### src/rtl/apb_pkg.sv
// rtl/apb_pkg.sv - shared APB master constants: FSM encodings and default widths
package apb_pkg;

  localparam int APB_ADDR_W = 12;
  localparam int APB_DATA_W = 32;
  localparam int APB_PROT_W = 3;

  // Transfer FSM encodings
  localparam logic [1:0] ST_IDLE   = 2'd0;
  localparam logic [1:0] ST_SETUP  = 2'd1;
  localparam logic [1:0] ST_ACCESS = 2'd2;
  localparam logic [1:0] ST_RESP   = 2'd3;

endpackage

### src/rtl/apb_timeout_cnt.sv
// rtl/apb_timeout_cnt.sv - ACCESS-phase wait counter, flags expiry at TIMEOUT_CYCLES-1
module apb_timeout_cnt #(
  parameter int TIMEOUT_CYCLES = 256
) (
  input  logic clk,
  input  logic rst,
  input  logic clear,
  input  logic enable,
  output logic expired
);

  localparam int CNT_W = (TIMEOUT_CYCLES > 1) ? $clog2(TIMEOUT_CYCLES) : 1;
  localparam logic [CNT_W-1:0] LAST = CNT_W'(TIMEOUT_CYCLES - 1);

  logic [CNT_W-1:0] count;

  // Count not-ready ACCESS cycles; saturate at the expiry value
  always_ff @(posedge clk or posedge rst) begin
    if (rst) begin
      count <= '0;
    end else if (clear) begin
      count <= '0;
    end else if (enable && !expired) begin
      count <= count + CNT_W'(1);
    end
  end

  assign expired = (count == LAST);

endmodule

### src/rtl/apb_master_if.sv
// rtl/apb_master_if.sv - APB initiator: cmd valid/ready -> SETUP/ACCESS -> rsp valid/ready (optional APB_TIMEOUT_EN)
module apb_master_if
  import apb_pkg::*;
#(
  parameter int ADDR_W         = APB_ADDR_W,
  parameter int DATA_W         = APB_DATA_W,
  parameter int TIMEOUT_CYCLES = 256
) (
  input  logic                  pclk,
  input  logic                  prst,
  input  logic                  cmd_valid,
  output logic                  cmd_ready,
  input  logic                  cmd_write,
  input  logic [ADDR_W-1:0]     cmd_addr,
  input  logic [DATA_W-1:0]     cmd_wdata,
  input  logic [DATA_W/8-1:0]   cmd_strb,
  input  logic [APB_PROT_W-1:0] cmd_prot,
  output logic                  rsp_valid,
  input  logic                  rsp_ready,
  output logic [DATA_W-1:0]     rsp_rdata,
  output logic                  rsp_err,
  output logic                  psel,
  output logic                  penable,
  output logic                  pwrite,
  output logic [ADDR_W-1:0]     paddr,
  output logic [DATA_W-1:0]     pwdata,
  output logic [DATA_W/8-1:0]   pstrb,
  output logic [APB_PROT_W-1:0] pprot,
  input  logic [DATA_W-1:0]     prdata,
  input  logic                  pready,
  input  logic                  pslverr
);

  if (TIMEOUT_CYCLES < 2) begin : g_bad_timeout
    $error("TIMEOUT_CYCLES must be at least 2");
  end

  logic [1:0] state;
  logic [1:0] state_nxt;
  logic       timed_out;

`ifdef APB_TIMEOUT_EN
  logic to_expired;

  apb_timeout_cnt #(
    .TIMEOUT_CYCLES(TIMEOUT_CYCLES)
  ) u_timeout_cnt (
    .clk    (pclk),
    .rst    (prst),
    .clear  (state == ST_SETUP),
    .enable ((state == ST_ACCESS) && !pready),
    .expired(to_expired)
  );

  // pready on the expiry cycle takes priority as a normal completion
  assign timed_out = (state == ST_ACCESS) && !pready && to_expired;
`else
  assign timed_out = 1'b0;
`endif

  // Bus/handshake outputs decode straight from state so reset drops them asynchronously
  assign cmd_ready = (state == ST_IDLE) && !prst;
  assign psel      = (state == ST_SETUP) || (state == ST_ACCESS);
  assign penable   = (state == ST_ACCESS);
  assign rsp_valid = (state == ST_RESP);

  // Next-state selection for a single outstanding transfer
  always_comb begin
    state_nxt = state;
    case (state)
      ST_IDLE:   if (cmd_valid) state_nxt = ST_SETUP;
      ST_SETUP:  state_nxt = ST_ACCESS;
      ST_ACCESS: if (pready || timed_out) state_nxt = ST_RESP;
      ST_RESP:   if (rsp_ready) state_nxt = ST_IDLE;
      default:   state_nxt = ST_IDLE;
    endcase
  end

  // State register
  always_ff @(posedge pclk or posedge prst) begin
    if (prst) begin
      state <= ST_IDLE;
    end else begin
      state <= state_nxt;
    end
  end

  // Capture the command on acceptance; held untouched until the next acceptance
  always_ff @(posedge pclk or posedge prst) begin
    if (prst) begin
      paddr  <= '0;
      pwrite <= 1'b0;
      pwdata <= '0;
      pstrb  <= '0;
      pprot  <= '0;
    end else if (state == ST_IDLE && cmd_valid) begin
      paddr  <= cmd_addr;
      pwrite <= cmd_write;
      pwdata <= cmd_write ? cmd_wdata : '0;
      pstrb  <= cmd_write ? cmd_strb : '0;
      pprot  <= cmd_prot;
    end
  end

  // Capture completion status; pslverr only counts on the ready ACCESS cycle
  always_ff @(posedge pclk or posedge prst) begin
    if (prst) begin
      rsp_rdata <= '0;
      rsp_err   <= 1'b0;
    end else if (state == ST_ACCESS) begin
      if (pready) begin
        rsp_rdata <= pwrite ? '0 : prdata;
        rsp_err   <= pslverr;
      end else if (timed_out) begin
        rsp_rdata <= '0;
        rsp_err   <= 1'b1;
      end
    end
  end

endmodule

### config.mk
export PLATFORM = sky130hd
export DESIGN_NAME = apb_master_if
export DESIGN_NICKNAME = d
export VERILOG_FILES = /design/src/rtl/apb_pkg.sv /design/src/rtl/apb_timeout_cnt.sv /design/src/rtl/apb_master_if.sv
export SDC_FILE = /design/constraint.sdc
export NUM_CORES = 1
export LEC_CHECK = 0
export ABC_CLOCK_PERIOD_IN_PS = 3550
export CORE_MARGIN = 2
export CORE_UTILIZATION = 40
export CTS_CLUSTER_DIAMETER = 60
export DETAILED_ROUTE_END_ITERATION = 8
export PLACE_DENSITY_LB_ADDON = 0.12
export SKIP_LAST_GASP = 1
export SYNTH_ARGS = -nofsm -noshare
export SYNTH_HDL_FRONTEND = slang
export SYNTH_SLANG_ARGS = --single-unit
### constraint.sdc
create_clock -name pclk -period 3.55 [get_ports pclk]
set_input_delay 0.355 -clock pclk [delete_from_list [all_inputs] [get_ports pclk]]
set_output_delay 0.355 -clock pclk [all_outputs]
set_load 0.05 [all_outputs]
=== Yosys cells after proc, flatten, opt, wreduce, memory -nomap -nowiden ===
Cells that the tools add are included.

* Input bits: 90
* Register bits after elaboration: 87
* Logic and storage cells: 28

* Mux-type cells: 7
* Reduce and logical (&&, ||, !) cells: 7
* Equality and inequality tests: 6

{| class="wikitable"
|+ Operator list
! cell !! count
|-
| $mux 32 || 2
|-
| $pmux 2 s4 || 1
|-
| $mux 2 || 3
|-
| $eq 2x2->1 const B || 2
|-
| $mux 4 || 1
|-
| $ne 2x1->1 const B || 2
|-
| $reduce_and 3->1 || 1
|-
| $eq 2x1->1 const B || 1
|-
| $logic_and 1x1->1 || 2
|-
| $logic_not 2->1 || 1
|-
| $ne 2x2->1 const B || 1
|-
| $reduce_and 2->1 || 1
|-
| $logic_not 1->1 || 1
|-
| $logic_or 1x1->1 || 1
|}

=== Longest topological paths before layout ===
Gate-level depths: netlist of the first run.

* Word-level depth: 3
* Gate-level depth with buffers: 7
* Depth with buffers taken out: 5

=== Least setup slack after synthesis of the first run ===
No wires, ideal clock.

* Path kind: flip-flop to flip-flop
* Start: register state[0]
* End: register state[1]
* Clock period less this slack: 1,783 ps
* Arrival time: 1,655 ps
* Stages on the path, launching flop included: 5
* Required time: 3,422 ps
* Slack: 1,767 ps
* Path through: dfrtp_1 inv_1 ha_1 a222oi_1 mux2_1

* Word-level cells in the longest chain between the ends: 3
* Elaborated cells between the ends (all ways): 9

{| class="wikitable"
|+ Ends and longest elaborated chain
! what !! RTL line !! RTL
|-
| from (decl) || apb_master_if.sv:38 || <nowiki>logic [1:0] state;</nowiki>
|-
| from (signal assigned) || apb_master_if.sv:84 || <nowiki>state <= state_nxt;</nowiki>
|-
| $eq 2x2->1 (*) || -- ||
|-
| named net penable || apb_master_if.sv:23 || <nowiki>output logic penable,</nowiki>
|-
| $ne 2x1->1 (no source line) || -- ||
|-
| $reduce_and 3->1 (no source line) || -- ||
|}

The timed path passes the listed nets; every way through them passes the cells marked *.
A chain may end at the register's enable or synchronous reset.

=== Worst setup path in the final report of the first run ===
* Start: register state[0]
* End: output port cmd_ready

* Word-level cells in the longest chain between the ends: 2

{| class="wikitable"
|+ Ends and longest elaborated chain
! what !! RTL line !! RTL
|-
| $logic_not 2->1 || apb_master_if.sv:62 || <nowiki>assign cmd_ready = (state == ST_IDLE) && !prst;</nowiki>
|-
| $logic_and 1x1->1 || apb_master_if.sv:62 ||
|-
| to (decl) || apb_master_if.sv:12 || <nowiki>output logic cmd_ready,</nowiki>
|}

Every way passes these cells.

==> impl_results.md, run 1 <==
- Status: finished clean
- GRT Total Usage: 18.86%
- Synthesized area: 3515 um^2
- Clock Skew: 0.008125 ns
- Synth top area cells: dfrtp_1 (62%), nand2_1 (11%), o21ai_0 (6.4%), mux2_1 (5.8%), nand2b_1 (5.7%)
- Top-count cell post-synth: nand2_1
- Die Width: 97.74 um
- CP endpoint kind: output port
- Vias in the first global route: 2961
- Layout area overhead: 58.78%
- Avg WL per Cell: 13.94 um
- Num ports: 179
- 1st-iter DRT viols: 77
- Final Max Tran Viols: 0
- Post-synth EDFFs: 0
- FF+latch count, synth: 87
- Reg clk slew, reported paths: 0.08 ns
- Overflow after GRT: 0
- Endpoints failing hold: 0
- CTS Buffer Depth: 2
- Syn avg cell area: 10.10 um^2
- Die area: 9552 um^2
- CTS H-tree depth: 3
- Post-Route WL: 8827 um
- Hold buffer count at CTS: 0
- Synth area leader: dfrtp_1
- Share of cells above drive strength 1: 4.381%
- Share of the synthesized area in the top cell type: 61.94%
- FF-to-FF setup slack: 1.51 ns
- RePlAce Congestion: 0.7756
- Critical Path RT: 3.19 ns
- Drt first pass iters: 4
- Power Density: 1034 nW/um^2
- ANT nets after route: 0
- WP data arrival: 2.06 ns
- FFs w/ async S/R, synth: 100.0%
- IO Port Bufs: 178
- Core Footprint: 8636 um^2
- CTS Buf Count: 9
- Worst slack at placement: 1.291 ns
- Root Buffer: clkbuf_8
- Initial antenna violation count: 0
- HP Class: input pin to asynchronous set/reset pin
- Clock latency on the worst-skew pair: 0.35 ns
- Mapped Cells: 348
- Distinct cells, synth: 16
- Mapped Nets: 442
- Static leakage: 2.436 nW
- ANT cells: 0
- Largest net degree at the start of global routing: 66
- Fin crit period: 2.414 ns
- Critical path type: register to output port
- Yosys Warn Count: 0
- TritonCTS clock tree: yes
- Slew Limit Headroom: 26.80%
- RSZ-0062 raised after global routing: false
- Sequential share of the synthesized area: 61.94%
- Vias per inst: 4.632
- Post-DP HPWL: 6314 um
- Worst hold margin: 0.3523 ns
- Top_reg_cell synth: dfrtp_1
- Critical path peak fanout: 4
- Synth cell count leaders: nand2_1 (106), dfrtp_1 (87), o21ai_0 (45)
- CTS sink count: 87
- Initial core utilization: 40.70%
- Worst ir drop on vdd: 0.0006137 V
- First-pass GRT wire length: 14410 um
- Worst setup SP type: register
- Routed vias: 2932
- Chip height: 97.74 um
- Number of placement rows: 34
- Max Clk Rate: 414.2 MHz
- Endpoints failing setup: 0
- Worst Tran Pin Value: 1.095 ns
- Max-cap violations: 0
- Post-cts resize count: 0
- Setup WS post-layout: 1.136 ns
- Final worst path period share: 68.01%
- NumNets Final: 614
- Number of remaining DRC errors: 0
- Post-CTS Setup Repair Bufs: 0
- Setup TNS: 0 ns
[worst max-delay path, stage by stage, from the launching register on]
cell             delay [ns]
dfrtp_1                0.38
inv_1                  0.12
ha_1                   0.22
nor2b_1                0.16
clkdlybuf4s50_1        0.82
[layer usage]
metal	wire length, um	global-route usage (%)	up-vias
li1	-	-	1463
met1	3936	23.64	1348
met2	4066	30.56	111
met3	671	5.941	10
met4	151	7.692	0
met5	0	0	-
[final cells by class]
class	count	area [um^2]
multi-input cells	232	1226
repair buffers	184	1827
fillers	722	3055
inverters	6	23.77
clock buffers	13	148.9
well taps	108	135.1
clock inverters	3	42.54
flip-flops and latches	87	2177
[registers in the layout (all words and copies together), names as in the netlist]
register	cells
pwdata	32
rsp_rdata	32
paddr	12
pstrb	4
pprot	3
state	2
pwrite	1
rsp_err	1
[worst paths after layout]
check | startpoint | endpoint | cells after the start
min in group pclk | pwdata[22] | pwdata[22] | 2
worst min-delay path | prst | rsp_err | 2
worst max-delay path | state[0] | cmd_ready | 4
max in group asynchronous | prst | pwdata[27] | 3
worst max register to register | state[0] | pwdata[6] | 6
worst min register to register | pwdata[22] | pwdata[22] | 2
[cell usage in the layout (no fill, tap or decap), types with 2 or more instances in the layout]
cell type and instances:
buf_4 6, clkbuf_1 3, inv_1 4, ha_1 4
o21ai_1 23, dfrtp_1 87, clkbuf_8 10, nand2_2 2
clkdlybuf4s50_1 178, clkinv_2 2, o21ai_0 45, nand2b_1 32
mux2_1 18, nand2_1 104
[kinds of logic (layout without fill, tap and decap cells)]
kind of cell	after synthesis	count (layout)	share of synthesized area [%]
buffers and inverters	29	206	3.311
DFF	87	87	61.94
adders and majority gates	4	4	1.424
muxes	19	19	6.052
AOI/OAI and AO/OA	69	69	9.968
and+or+nand+nor	140	140	17.30
[metrics by stage]
stage | util [%] | cell area [um^2] | power (mW) | std cells
after floorplan | - | 3515 | 3.934 | 348
after global placement | 62.40 | 5389 | 5.087 | 617
after detailed placement | 62.40 | 5389 | 5.137 | 617
after CTS | 64.62 | 5580 | 5.831 | 633
after global routing | 64.62 | 5580 | 6.093 | 633
final | 64.62 | 5580 | 5.771 | 633
[power breakdown]
part / internal [mW] / switching [mW]
Sequential: 1.43 / 0.229
Clock: 0.345 / 0.334
Combinational: 1.15 / 2.28
Total: 2.93 / 2.84
(Power assumes the default switching activity.)
==> run 2: changes to the inputs <==
--- a/config.mk
+++ b/config.mk
@@ -5,7 +5,7 @@
 export SDC_FILE = /design/constraint.sdc
 export NUM_CORES = 1
 export LEC_CHECK = 0
-export ABC_CLOCK_PERIOD_IN_PS = 3550
+export ABC_CLOCK_PERIOD_IN_PS = 2300
 export CORE_MARGIN = 2
 export CORE_UTILIZATION = 40
 export CTS_CLUSTER_DIAMETER = 60
==> constraint.sdc (replaced) <==
create_clock -name pclk -period 2.3 [get_ports pclk]
set_input_delay 0.23 -clock pclk [delete_from_list [all_inputs] [get_ports pclk]]
set_output_delay 0.23 -clock pclk [all_outputs]
set_load 0.05 [all_outputs]
==> impl_results.md, run 2 (synthesized netlist as in run 1, its figures left out) <==
- Status: finished clean
- Max-cap violations: 0
- Max Used Layer: met4
- Avg WL per Cell: 13.97 um
- Clock latency on the worst-skew pair: 0.34 ns
- CTS Buf Count: 9
- CTS Buffer Depth: 2
- Drt first pass iters: 4
- NumNets Final: 617
- Share of cells above drive strength 1: 5.123%
- Routed vias: 2935
- Critical path peak fanout: 4
- CTS sink count: 87
- WP data arrival: 1.94 ns
- RePlAce Congestion: 0.7993
- Num ports: 179
- Setup TNS: 0 ns
- FF-to-FF setup slack: 0.54 ns
- ANT nets after route: 0
- Number of placement rows: 34
- Fin crit period: 2.168 ns
- Initial core utilization: 40.70%
- Vias per inst: 4.622
- Static leakage: 2.464 nW
- Max Clk Rate: 461.2 MHz
- Post-DP HPWL: 6390 um
- CP endpoint kind: output port
- Root Buffer: clkbuf_8
- Vias in the first global route: 2921
- Setup WS post-layout: 0.1316 ns
- Clock Skew: 0.01182 ns
- Endpoints failing setup: 0
- Reg clk slew, reported paths: 0.08 ns
- Core Footprint: 8636 um^2
- Final Max Tran Viols: 0
- Endpoints failing hold: 0
- Critical Path RT: 2.07 ns
- Wire length on met1: 3759 um
- Hold buffer count at CTS: 0
- Largest net degree at the start of global routing: 88
- Worst Tran Pin Value: 0.5831 ns
- Worst slack at placement: 0.3963 ns
- Metal3 WL: 809 um
- HP Class: input pin to asynchronous set/reset pin
- Largest registers: pwdata (32), rsp_rdata (32), paddr (12)
- RSZ-0062 raised after global routing: false
- Worst ir drop on vdd: 0.0009203 V
- Critical path type: register to output port
- Post-Route WL: 8871 um
- CTS H-tree depth: 3
- Most frequent cells in the layout: clkdlybuf4s50_1 (177), nand2_1 (104), dfrtp_1 (87), o21ai_0 (45), nand2b_1 (32)
- Layout area overhead: 60.34%
- Die area: 9552 um^2
- Slew Limit Headroom: 60.99%
- ANT cells: 0
- Number of remaining DRC errors: 0
- Die Width: 97.74 um
- Routed wl met2: 4103 um
- Most common cell after layout, fill and taps aside: clkdlybuf4s50_1
- First-pass GRT wire length: 14480 um
- 1st-iter DRT viols: 45
- GRT Total Usage: 18.85%
- Final worst path period share: 94.28%
- Power Density: 1592 nW/um^2
- IO Port Bufs: 178
- TritonCTS clock tree: yes
- Overflow after GRT: 0
- Chip height: 97.74 um
- Initial antenna violation count: 0
- Worst setup SP type: register
## run 2: changes by cell type in the layout (fill, tap and decap cells not counted)
cell	previous run	this run
clkdlybuf4s50_1	178	177
dlygate4sd2_1	0	1
clkbuf_1	3	1
clkbuf_8	10	11
buf_12	0	2
clkinv_2	2	1
buf_4	6	7
clkinvlp_4	1	2
## run 2: area by class of cell
type | instances | area [um^2]
Fill cell | 733 | 3000
Sequential cell | 87 | 2177
Timing Repair Buffer | 187 | 1873
Multi-Input combinational cell | 232 | 1226
Clock buffer | 12 | 155.1
Tap cell | 108 | 135.1
Clock inverter | 3 | 42.54
Inverter | 6 | 26.28
## run 2: per-stage QoR
step	cell area, um^2	utilization, %	total power, mW	std cells	hold WS (ns)
finish	5635	65.26	8.974	635	0.3631
floorplan	3518	-	6.072	348	0.3617
detailed placement	5439	62.98	7.996	620	0.4694
global placement	5439	62.98	7.891	620	0.4601
CTS	5635	65.26	9.083	635	0.4034
global route	5635	65.26	9.456	635	0.4101
## run 2: critical path, stage by stage, from the launching register on
cell and delay, ns:
dfrtp_1 0.39, inv_1 0.12, ha_1 0.25, clkdlybuf4s50_1 0.83
## run 2: metal layers
metal	track usage (%)	up-vias
met5	0	-
met4	8.120	0
met3	7.158	16
met2	29.07	114
met1	23.96	1339
li1	-	1466
## run 2: final timing paths
kind | from | end | cells past startpoint
setup / recovery | state[0] | penable | 3
hold reg to reg | pwdata[16] | pwdata[16] | 2
min in group pclk | cmd_strb[1] | pstrb[1] | 3
hold / removal | prst | rsp_rdata[7] | 3
max in group asynchronous | prst | pwdata[24] | 3
setup reg to reg | state[0] | rsp_rdata[16] | 6
## run 2: where the power goes
part	internal (mW)	switching, mW
combinational	1.81	3.55
clock	0.555	0.509
sequential	2.21	0.346
total	4.57	4.40
## run 2: timing repair
action                                  4_1_cts  5_1_grt
endpoints found under the setup margin        1        0
gates resized for setup                       1        0
setup buffers                                 0        0
